==> config.mk <==
export PLATFORM = sky130hd
export DESIGN_NAME = echo_request_deframer
export DESIGN_NICKNAME = d
export VERILOG_FILES = /design/src/rtl/echo_request_deframer.sv
export SDC_FILE = /design/constraint.sdc
export NUM_CORES = 1
export LEC_CHECK = 0
export BUFFER_PORTS_ARGS = -buffer_cell sky130_fd_sc_hd__buf_2
export CORE_AREA = 2 2 167 120
export DETAILED_ROUTE_END_ITERATION = 10
export DIE_AREA = 0 0 169 122
export PLACE_DENSITY = 0.64
export SETUP_SLACK_MARGIN = 0.15
export SYNTH_ARGS = -nofsm -noshare
export SYNTH_HDL_FRONTEND = slang
export SYNTH_SLANG_ARGS = --single-unit
==> constraint.sdc <==
create_clock -name clk -period 2 [get_ports clk]
set_clock_uncertainty 0.15 [all_clocks]
set_input_delay 0.3 -clock clk [delete_from_list [all_inputs] [get_ports clk]]
set_output_delay 0.3 -clock clk [all_outputs]
set_load 0.1 [all_outputs]
==> src/rtl/echo_request_deframer.sv <==
// echo_request_deframer: packs the 32-bit request word stream into one 144-bit framed message for the PipeIn enq port.
// Optional feature macro: DEFRAMER_ERRCNT_EN adds a saturating err_count of dropped (len>3) frames.
// Message layout: [143:128] method, [127:112] len, [111:80] arg0, [79:48] arg1, [47:16] arg2, [15:0] zero.
module echo_request_deframer #(
    parameter int MAX_ARGS = 3
) (
    input  logic         clk,
    input  logic         rst_n,
    input  logic [31:0]  beat_v,
    input  logic         beat_ena,
    output logic         beat_rdy,
    output logic [143:0] enq_v,
    output logic         enq_ena,
    input  logic         enq_rdy
`ifdef DEFRAMER_ERRCNT_EN
    ,
    output logic [15:0]  err_count
`endif
);
    typedef enum logic [1:0] {HDR, ARGS, DROP, FULL} state_t;

    state_t       state;
    logic [143:0] msg;
    logic [1:0]   idx;
    logic [15:0]  rem;
    logic         take;
    logic [15:0]  hdr_len;
    logic         last_arg;

    assign take     = beat_ena && beat_rdy;
    assign hdr_len  = beat_v[15:0];
    assign last_arg = {14'd0, idx} == msg[127:112] - 16'd1;
    assign beat_rdy = rst_n && state != FULL;
    assign enq_ena  = state == FULL && enq_rdy;
    assign enq_v    = msg;

    // Frame assembly FSM: header decode, argument fill, oversize discard, hold until enq.
    always_ff @(posedge clk or negedge rst_n) begin
        if (!rst_n) begin
            state <= HDR;
            msg   <= '0;
            idx   <= '0;
            rem   <= '0;
        end else begin
            case (state)
                HDR: if (take) begin
                    idx <= '0;
                    rem <= hdr_len;
                    if (hdr_len > 16'(MAX_ARGS)) begin
                        msg   <= '0;
                        state <= DROP;
                    end else begin
                        msg   <= {beat_v, 112'd0};
                        state <= hdr_len == 16'd0 ? FULL : ARGS;
                    end
                end
                ARGS: if (take) begin
                    msg[111 - 32 * int'(idx) -: 32] <= beat_v;
                    idx   <= idx + 2'd1;
                    state <= last_arg ? FULL : ARGS;
                end
                DROP: if (take) begin
                    rem   <= rem - 16'd1;
                    state <= rem == 16'd1 ? HDR : DROP;
                end
                FULL: if (enq_rdy) begin
                    msg   <= '0;
                    state <= HDR;
                end
                default: state <= HDR;
            endcase
        end
    end

`ifdef DEFRAMER_ERRCNT_EN
    // Count oversize headers on the HDR->DROP transition, saturating at all-ones.
    always_ff @(posedge clk or negedge rst_n) begin
        if (!rst_n)
            err_count <= '0;
        else if (state == HDR && take && hdr_len > 16'(MAX_ARGS) && err_count != 16'hFFFF)
            err_count <= err_count + 16'd1;
    end
`endif
endmodule

==> impl_metrics.py, run 1 <==
metrics = {
    "worst_setup_path": {
        "cp_max_fo": 12,
        "critical_path_arrival_ps": 2360,
        "start_kind": "register",
        "critPathCaptureType": "register",
        "critPathKind": "register to register",
        "worstPathRequired_ps": 2200,
    },
    "logic_synthesis": {
        "ys_warn_count": 0,
        "synth_ff_type": "dfrtp_1",
        "ys_ff_latch": 164,
        "synth_area_sq_um": 7490,
        "synthDistinctLibCells": 51,
        "synth_edf_count": 0,
        "synth_seq_area_share_pct": 54.8,
        "synth_top_area_cell": "dfrtp_1",
        "synth_top_area_share_pct": 54.8,
        "syn_nets": 828,
        "async_flop_share_pct": 100,
        "synth_cells": 780,
        "ys_top_cells_by_area": "dfrtp_1, a21oi_1, nand3_1",
        "syn_avg_cell_area_sq_um": 9.61,
    },
    "clock_tree": {
        "insertion_delay_ps": 420,
        "cts_buffer_depth": 2,
        "cts_tree": "yes",
        "cts_buffers": 17,
        "path_clk_slew_ps": 60,
        "cts-root-buf": "clkbuf_16",
        "cts_max_level": 4,
        "clock-sinks": 164,
    },
    "grt": {
        "antenna_found_initial": 1,
        "grt-ovfl-total": 0,
        "track_usage_pct": 24.2,
        "first_global_vias": 6634,
        "grt_start_max_net_pins": 165,
        "grt_first_pass_wirelength_um": 38200,
    },
    "detailed_routing": {
        "wl_um": 25700,
        "wl_per_cell_um": 19.9,
        "drtIter0Drc": 643,
        "vias": 7147,
        "first_pass_iters": 5,
        "final_antenna_net_count": 0,
        "route.detailed.drc": 0,
        "vias_per_cell": 5.54,
    },
    "timing": {
        "maxSlewViolCount": 0,
        "hold_violations": 0,
        "timing.final.ws_setup_ps": -160,
        "tightestPinTransition_ps": 940,
        "timing.hold.ws_ps": 50.4,
        "max-slew-margin-rel_pct": 37.3,
        "finalSetupViolCount": 147,
        "rsz0062_at_grt": "yes",
        "timing.final.crit_share_pct": 108,
        "post-route-min-period_ps": 2160,
        "fmax_mhz": 463,
    },
    "run": {
        "cap_violations": 0,
    },
    "floorplanning": {
        "core_area_sq_um": 19300,
        "start_util_pct": 38.9,
        "die_x_um": 169,
        "row_count": 43,
        "die_height_um": 122,
        "ios": 182,
        "dieArea_sq_um": 20600,
    },
    "pwr": {
        "power.leakage_nw": 5.08,
        "p_comb_share_pct": 60.2,
        "switchingPower_mw": 9.25,
        "seqPwrFrac_pct": 22.4,
        "power.internal_mw": 9.42,
        "p_clk_share_pct": 17.4,
        "switching_share_pct": 49.6,
        "ir_worst_vdd_uv": 764,
        "power.density_nw_per_um2": 1620,
    },
    "outcome": {
        "status": "finished, violations left",
        "violations": "negative setup slack",
    },
    "placed_design": {
        "place.gp.congestion": 0.857,
        "dp_hpwl_um": 17000,
        "port_buffers": 181,
        "dp_slack_ps": -232,
    },
    "cells_and_area": {
        "layout.nets": 1080,
        "drive_above_1_share_pct": 57.5,
        "fillers": 1587,
        "final_common_cell": "buf_2",
        "multi_input_area_sq_um": 4250,
        "area_growth_pct": 53.5,
        "diodes": 0,
        "seqCellArea_sq_um": 4120,
        "final_cell_mix": "buf_2, dfrtp_1, nand2_1",
    },
    "hold_path": {
        "hold_path.class": "input port to register",
    },
}
[power by group through the flow]
| stage | registers [mW] | logic (mW) | clock network (mW) |
|---|---|---|---|
| 6_report | 4.18 | 11.2 | 3.26 |
| 5_1_grt | 4.23 | 11.8 | 3.45 |
| 4_1_cts | 4.17 | 10.3 | 3.30 |
| 3_5_place_dp | 4.23 | 9.35 | 0 |
| 3_3_place_gp | 4.22 | 9.29 | 0 |
| 2_1_floorplan | 6.50 | 4.24 | 0 |
[worst max-delay path, stage by stage, from the launching register on]
cell and delay (ps):
dfrtp_2 450, ha_4 200, nand3b_4 210, a221oi_4 320, buf_6 150, and2_4 220
buf_12 170, nand3_2 80, a21oi_2 130
[registers in the layout (all words and copies together) (netlist names)]
name	flops
enq_v	144
rem	16
idx	2
state	2
[synth_stat cells, types with 4 or more instances]
library cell and number:
a21oi_1 128, a22o_1 15, and2_1 19, buf_2 6, buf_4 4, buf_6 13, clkbuf_1 36, dfrtp_1 164
ha_1 12, inv_1 12, mux2i_1 10, nand2_1 132, nand3_1 120, nor2_1 23, nor3_1 7, nor4_1 6
o21ai_0 12, o22ai_1 11, o31ai_1 4
[area by class of cell]
class                           instances  area share [%]
Clock buffer                           20            3.88
Clock inverter                         11            1.12
Inverter                               12           0.392
Multi-Input combinational cell        545            36.9
Sequential cell                       164            35.8
Tap cell                              247            2.69
Timing Repair Buffer                  292            19.2
[per-stage QoR]
stage / utilization, % / std cells / power, mW / TNS [ps] / area (sq um)
finish: 59.7 / 1291 / 18.7 / -15530 / 11500
global route: 59.7 / 1291 / 19.5 / -28680 / 11500
CTS: 56.8 / 1274 / 17.7 / -15560 / 10900
detailed placement: 51.4 / 1233 / 13.6 / -18920 / 9910
global placement: 51.4 / 1233 / 13.5 / -12100 / 9910
floorplan: - / 780 / 10.7 / -19290 / 8220
[kinds of logic (layout without fill, tap and decap cells)]
family / count (synthesis) / in the layout / share of synthesized area [%]
flops: 164 / 164 / 54.8
fa+ha+maj: 12 / 12 / 2.00
buf+inv: 71 / 335 / 5.16
xor+xnor: 4 / 4 / 0.468
compound gates: 190 / 190 / 15.2
simple gates: 329 / 329 / 21.1
mux: 10 / 10 / 1.34
[final timing paths]
| check | from | to | slack, ps | depth (start not counted) |
|---|---|---|---|---|
| worst max-delay path | state[0] | enq_v[49] | -160 | 8 |
| worst max register to register | state[0] | enq_v[49] | -160 | 8 |
| worst min register to register | enq_v[143] | enq_v[143] | 340 | 1 |
| worst min-delay path | beat_v[21] | enq_v[5] | 50 | 3 |
| min in group asynchronous | rst_n | enq_v[16] | 500 | 3 |
| max in group asynchronous | rst_n | enq_v[42] | 470 | 3 |
[metal layers]
layer | global-route usage (%) | up-vias | wire (um)
met5 | 0 | - | 13
met1 | 38.0 | 3608 | 12700
met4 | 5.88 | 2 | 319
met2 | 33.7 | 250 | 11000
li1 | - | 3260 | -
met3 | 4.97 | 27 | 1700
[what timing repair did]
action	4_1_cts	5_1_grt
hold buffers	1	0
hold endpoints to repair	69	0
endpoints found under the setup margin	163	163
gates resized for setup	99	97
setup buffers	7	13
pin swaps	8	22
gates cloned	2	4
Note: power is estimated with default switching activity, not from simulation.
==> run 2: changes to the inputs <==
--- a/config.mk
+++ b/config.mk
@@ -10,7 +10,7 @@
 export DETAILED_ROUTE_END_ITERATION = 10
 export DIE_AREA = 0 0 169 122
 export PLACE_DENSITY = 0.64
-export SETUP_SLACK_MARGIN = 0.15
+export SETUP_SLACK_MARGIN = 0.4
 export SYNTH_ARGS = -nofsm -noshare
 export SYNTH_HDL_FRONTEND = slang
 export SYNTH_SLANG_ARGS = --single-unit
==> impl_metrics.py, run 2 (same netlist as run 1, synthesis figures left out) <==
metrics = {
    "detailed_routing": {
        "route.detailed.drc": 0,
        "drtIter0Drc": 605,
        "wl_um": 26900,
        "first_pass_iters": 5,
        "wl_per_cell_um": 20.7,
        "vias_per_cell": 5.57,
        "vias": 7211,
        "final_antenna_net_count": 0,
    },
    "grt": {
        "antenna_found_initial": 0,
        "track_usage_pct": 25.1,
        "grt_first_pass_wirelength_um": 39700,
        "grt_start_max_net_pins": 151,
        "grt-ovfl-total": 0,
        "first_global_vias": 6830,
    },
    "worst_setup_path": {
        "critical_path_arrival_ps": 2360,
        "critPathKind": "register to register",
        "reg2reg_from": "state[1]",
        "worstReg2RegEnd": "enq_v[139]",
        "worstPathRequired_ps": 2180,
        "rr_worst_depth": 6,
        "start_kind": "register",
        "cp_max_fo": 29,
        "critPathCaptureType": "register",
        "reg2reg_slack_ps": -180,
    },
    "timing": {
        "tightestPinTransition_ps": 699,
        "fmax_mhz": 458,
        "maxSlewViolCount": 0,
        "timing.final.crit_share_pct": 109,
        "max-slew-margin-rel_pct": 53.4,
        "hold_violations": 0,
        "finalSetupViolCount": 149,
        "post-route-min-period_ps": 2180,
        "timing.final.ws_setup_ps": -184,
        "rsz0062_at_grt": "yes",
    },
    "clock_tree": {
        "path_clk_slew_ps": 70,
        "insertion_delay_ps": 440,
        "clock-sinks": 164,
        "cts_buffers": 17,
        "cts_max_level": 4,
        "cts-root-buf": "clkbuf_16",
        "cts_tree": "yes",
        "cts_buffer_depth": 2,
    },
    "pwr": {
        "switchingPower_mw": 9.52,
        "ir_worst_vdd_uv": 757,
        "seqPwrFrac_pct": 22.0,
        "p_clk_share_pct": 17.9,
        "power.leakage_nw": 5.19,
        "switching_share_pct": 49.4,
        "p_comb_share_pct": 60.1,
        "power.internal_mw": 9.75,
        "power.density_nw_per_um2": 1610,
    },
    "placed_design": {
        "port_buffers": 181,
        "dp_hpwl_um": 16500,
        "dp_slack_ps": -284,
        "place.gp.congestion": 0.812,
    },
    "cells_and_area": {
        "area_growth_pct": 59.3,
        "largest_reg_flops": 144,
        "diodes": 0,
        "drive_above_1_share_pct": 54.6,
        "layout.nets": 1083,
        "fillers": 1529,
        "fin_util_pct": 62.0,
        "final_cell_mix": "dfrtp_1, buf_4, nand2_1",
        "final_common_cell": "dfrtp_1",
        "seqCellArea_sq_um": 4120,
        "multi_input_area_sq_um": 4150,
    },
    "floorplanning": {
        "ios": 182,
        "die_height_um": 122,
        "die_x_um": 169,
        "core_area_sq_um": 19300,
        "row_count": 43,
        "start_util_pct": 38.9,
        "dieArea_sq_um": 20600,
    },
    "hold_path": {
        "hp-start": "beat_v[20]",
        "whs_path_depth": 3,
        "hold_end": "enq_v[100]",
        "hold_path.class": "input port to register",
    },
    "run": {
        "cap_violations": 0,
    },
    "outcome": {
        "status": "finished, violations left",
        "violations": "negative setup slack",
    },
}
run 2: cell count changes in the layout (fill, tap and decap cells not counted), moves of 5 or more:
| cell | previous run | this run |
|---|---|---|
| a21oi_1 | 31 | 70 |
| a21oi_2 | 97 | 58 |
| buf_2 | 175 | 67 |
| buf_4 | 66 | 150 |
| buf_6 | 19 | 40 |
| inv_8 | 0 | 5 |
run 2: metal layers:
metal	wire, um	vias up	GRT usage, %
met5	0	-	0
met4	420	0	6.25
met3	1740	36	6.21
met2	12300	261	37.7
met1	12400	3651	36.7
li1	-	3263	-
run 2: metrics by stage:
step / cells / cell area [sq um] / power (mW) / hold WS (ps) / setup TNS [ps]
after floorplan: 780 / 8280 / 10.8 / -146 / -19300
after global placement: 1227 / 9900 / 13.3 / 189 / -18750
after detailed placement: 1227 / 9900 / 13.4 / 187 / -31300
after CTS: 1278 / 11300 / 18.0 / 15.3 / -15110
after global routing: 1295 / 11900 / 20.0 / 16.8 / -29350
final: 1295 / 11900 / 19.3 / 27.5 / -20130
run 2: worst max-delay path by stage:
stage	start	to	slack (ps)
2_1_floorplan	enq_v[120]	state[1]	-180
4_1_cts	state[1]	enq_v[139]	-150
3_5_place_dp	state[1]	enq_v[78]	-280
3_3_place_gp	state[1]	enq_v[20]	-190
6_report	state[1]	enq_v[139]	-180
5_1_grt	state[0]	enq_v[71]	-260
run 2: power by group through the flow:
stage | sequential, mW | combinational (mW) | clock (mW)
after global routing | 4.29 | 12.1 | 3.66
after detailed placement | 4.25 | 9.16 | 0
after global placement | 4.24 | 9.09 | 0
after CTS | 4.19 | 10.3 | 3.50
after floorplan | 6.51 | 4.34 | 0
final | 4.23 | 11.6 | 3.46
run 2: final cells by class:
type                       instances  share of cell area, %
clock buffer                      17                   3.56
timing repair buffer             295                   22.6
inverter                          12                  0.409
tap                              247                   2.59
multi-input combinational        545                   34.8
sequential                       164                   34.5
clock inverter                    15                   1.60
run 2: repair_timing:
action	4_1_cts	5_1_grt
pin swaps	13	11
gates cloned	4	5
resized for setup	183	155
setup buffers	13	12
hold buffers	2	0
hold endpoints to repair	163	0
endpoints found under the setup margin	309	393
run 2: critical path, cell delays in order (launching register included):
cell	delay [ps]
dfrtp_1	400
buf_6	130
ha_4	160
nand3b_4	190
a2111o_1	460
buf_4	280
a22o_1	280
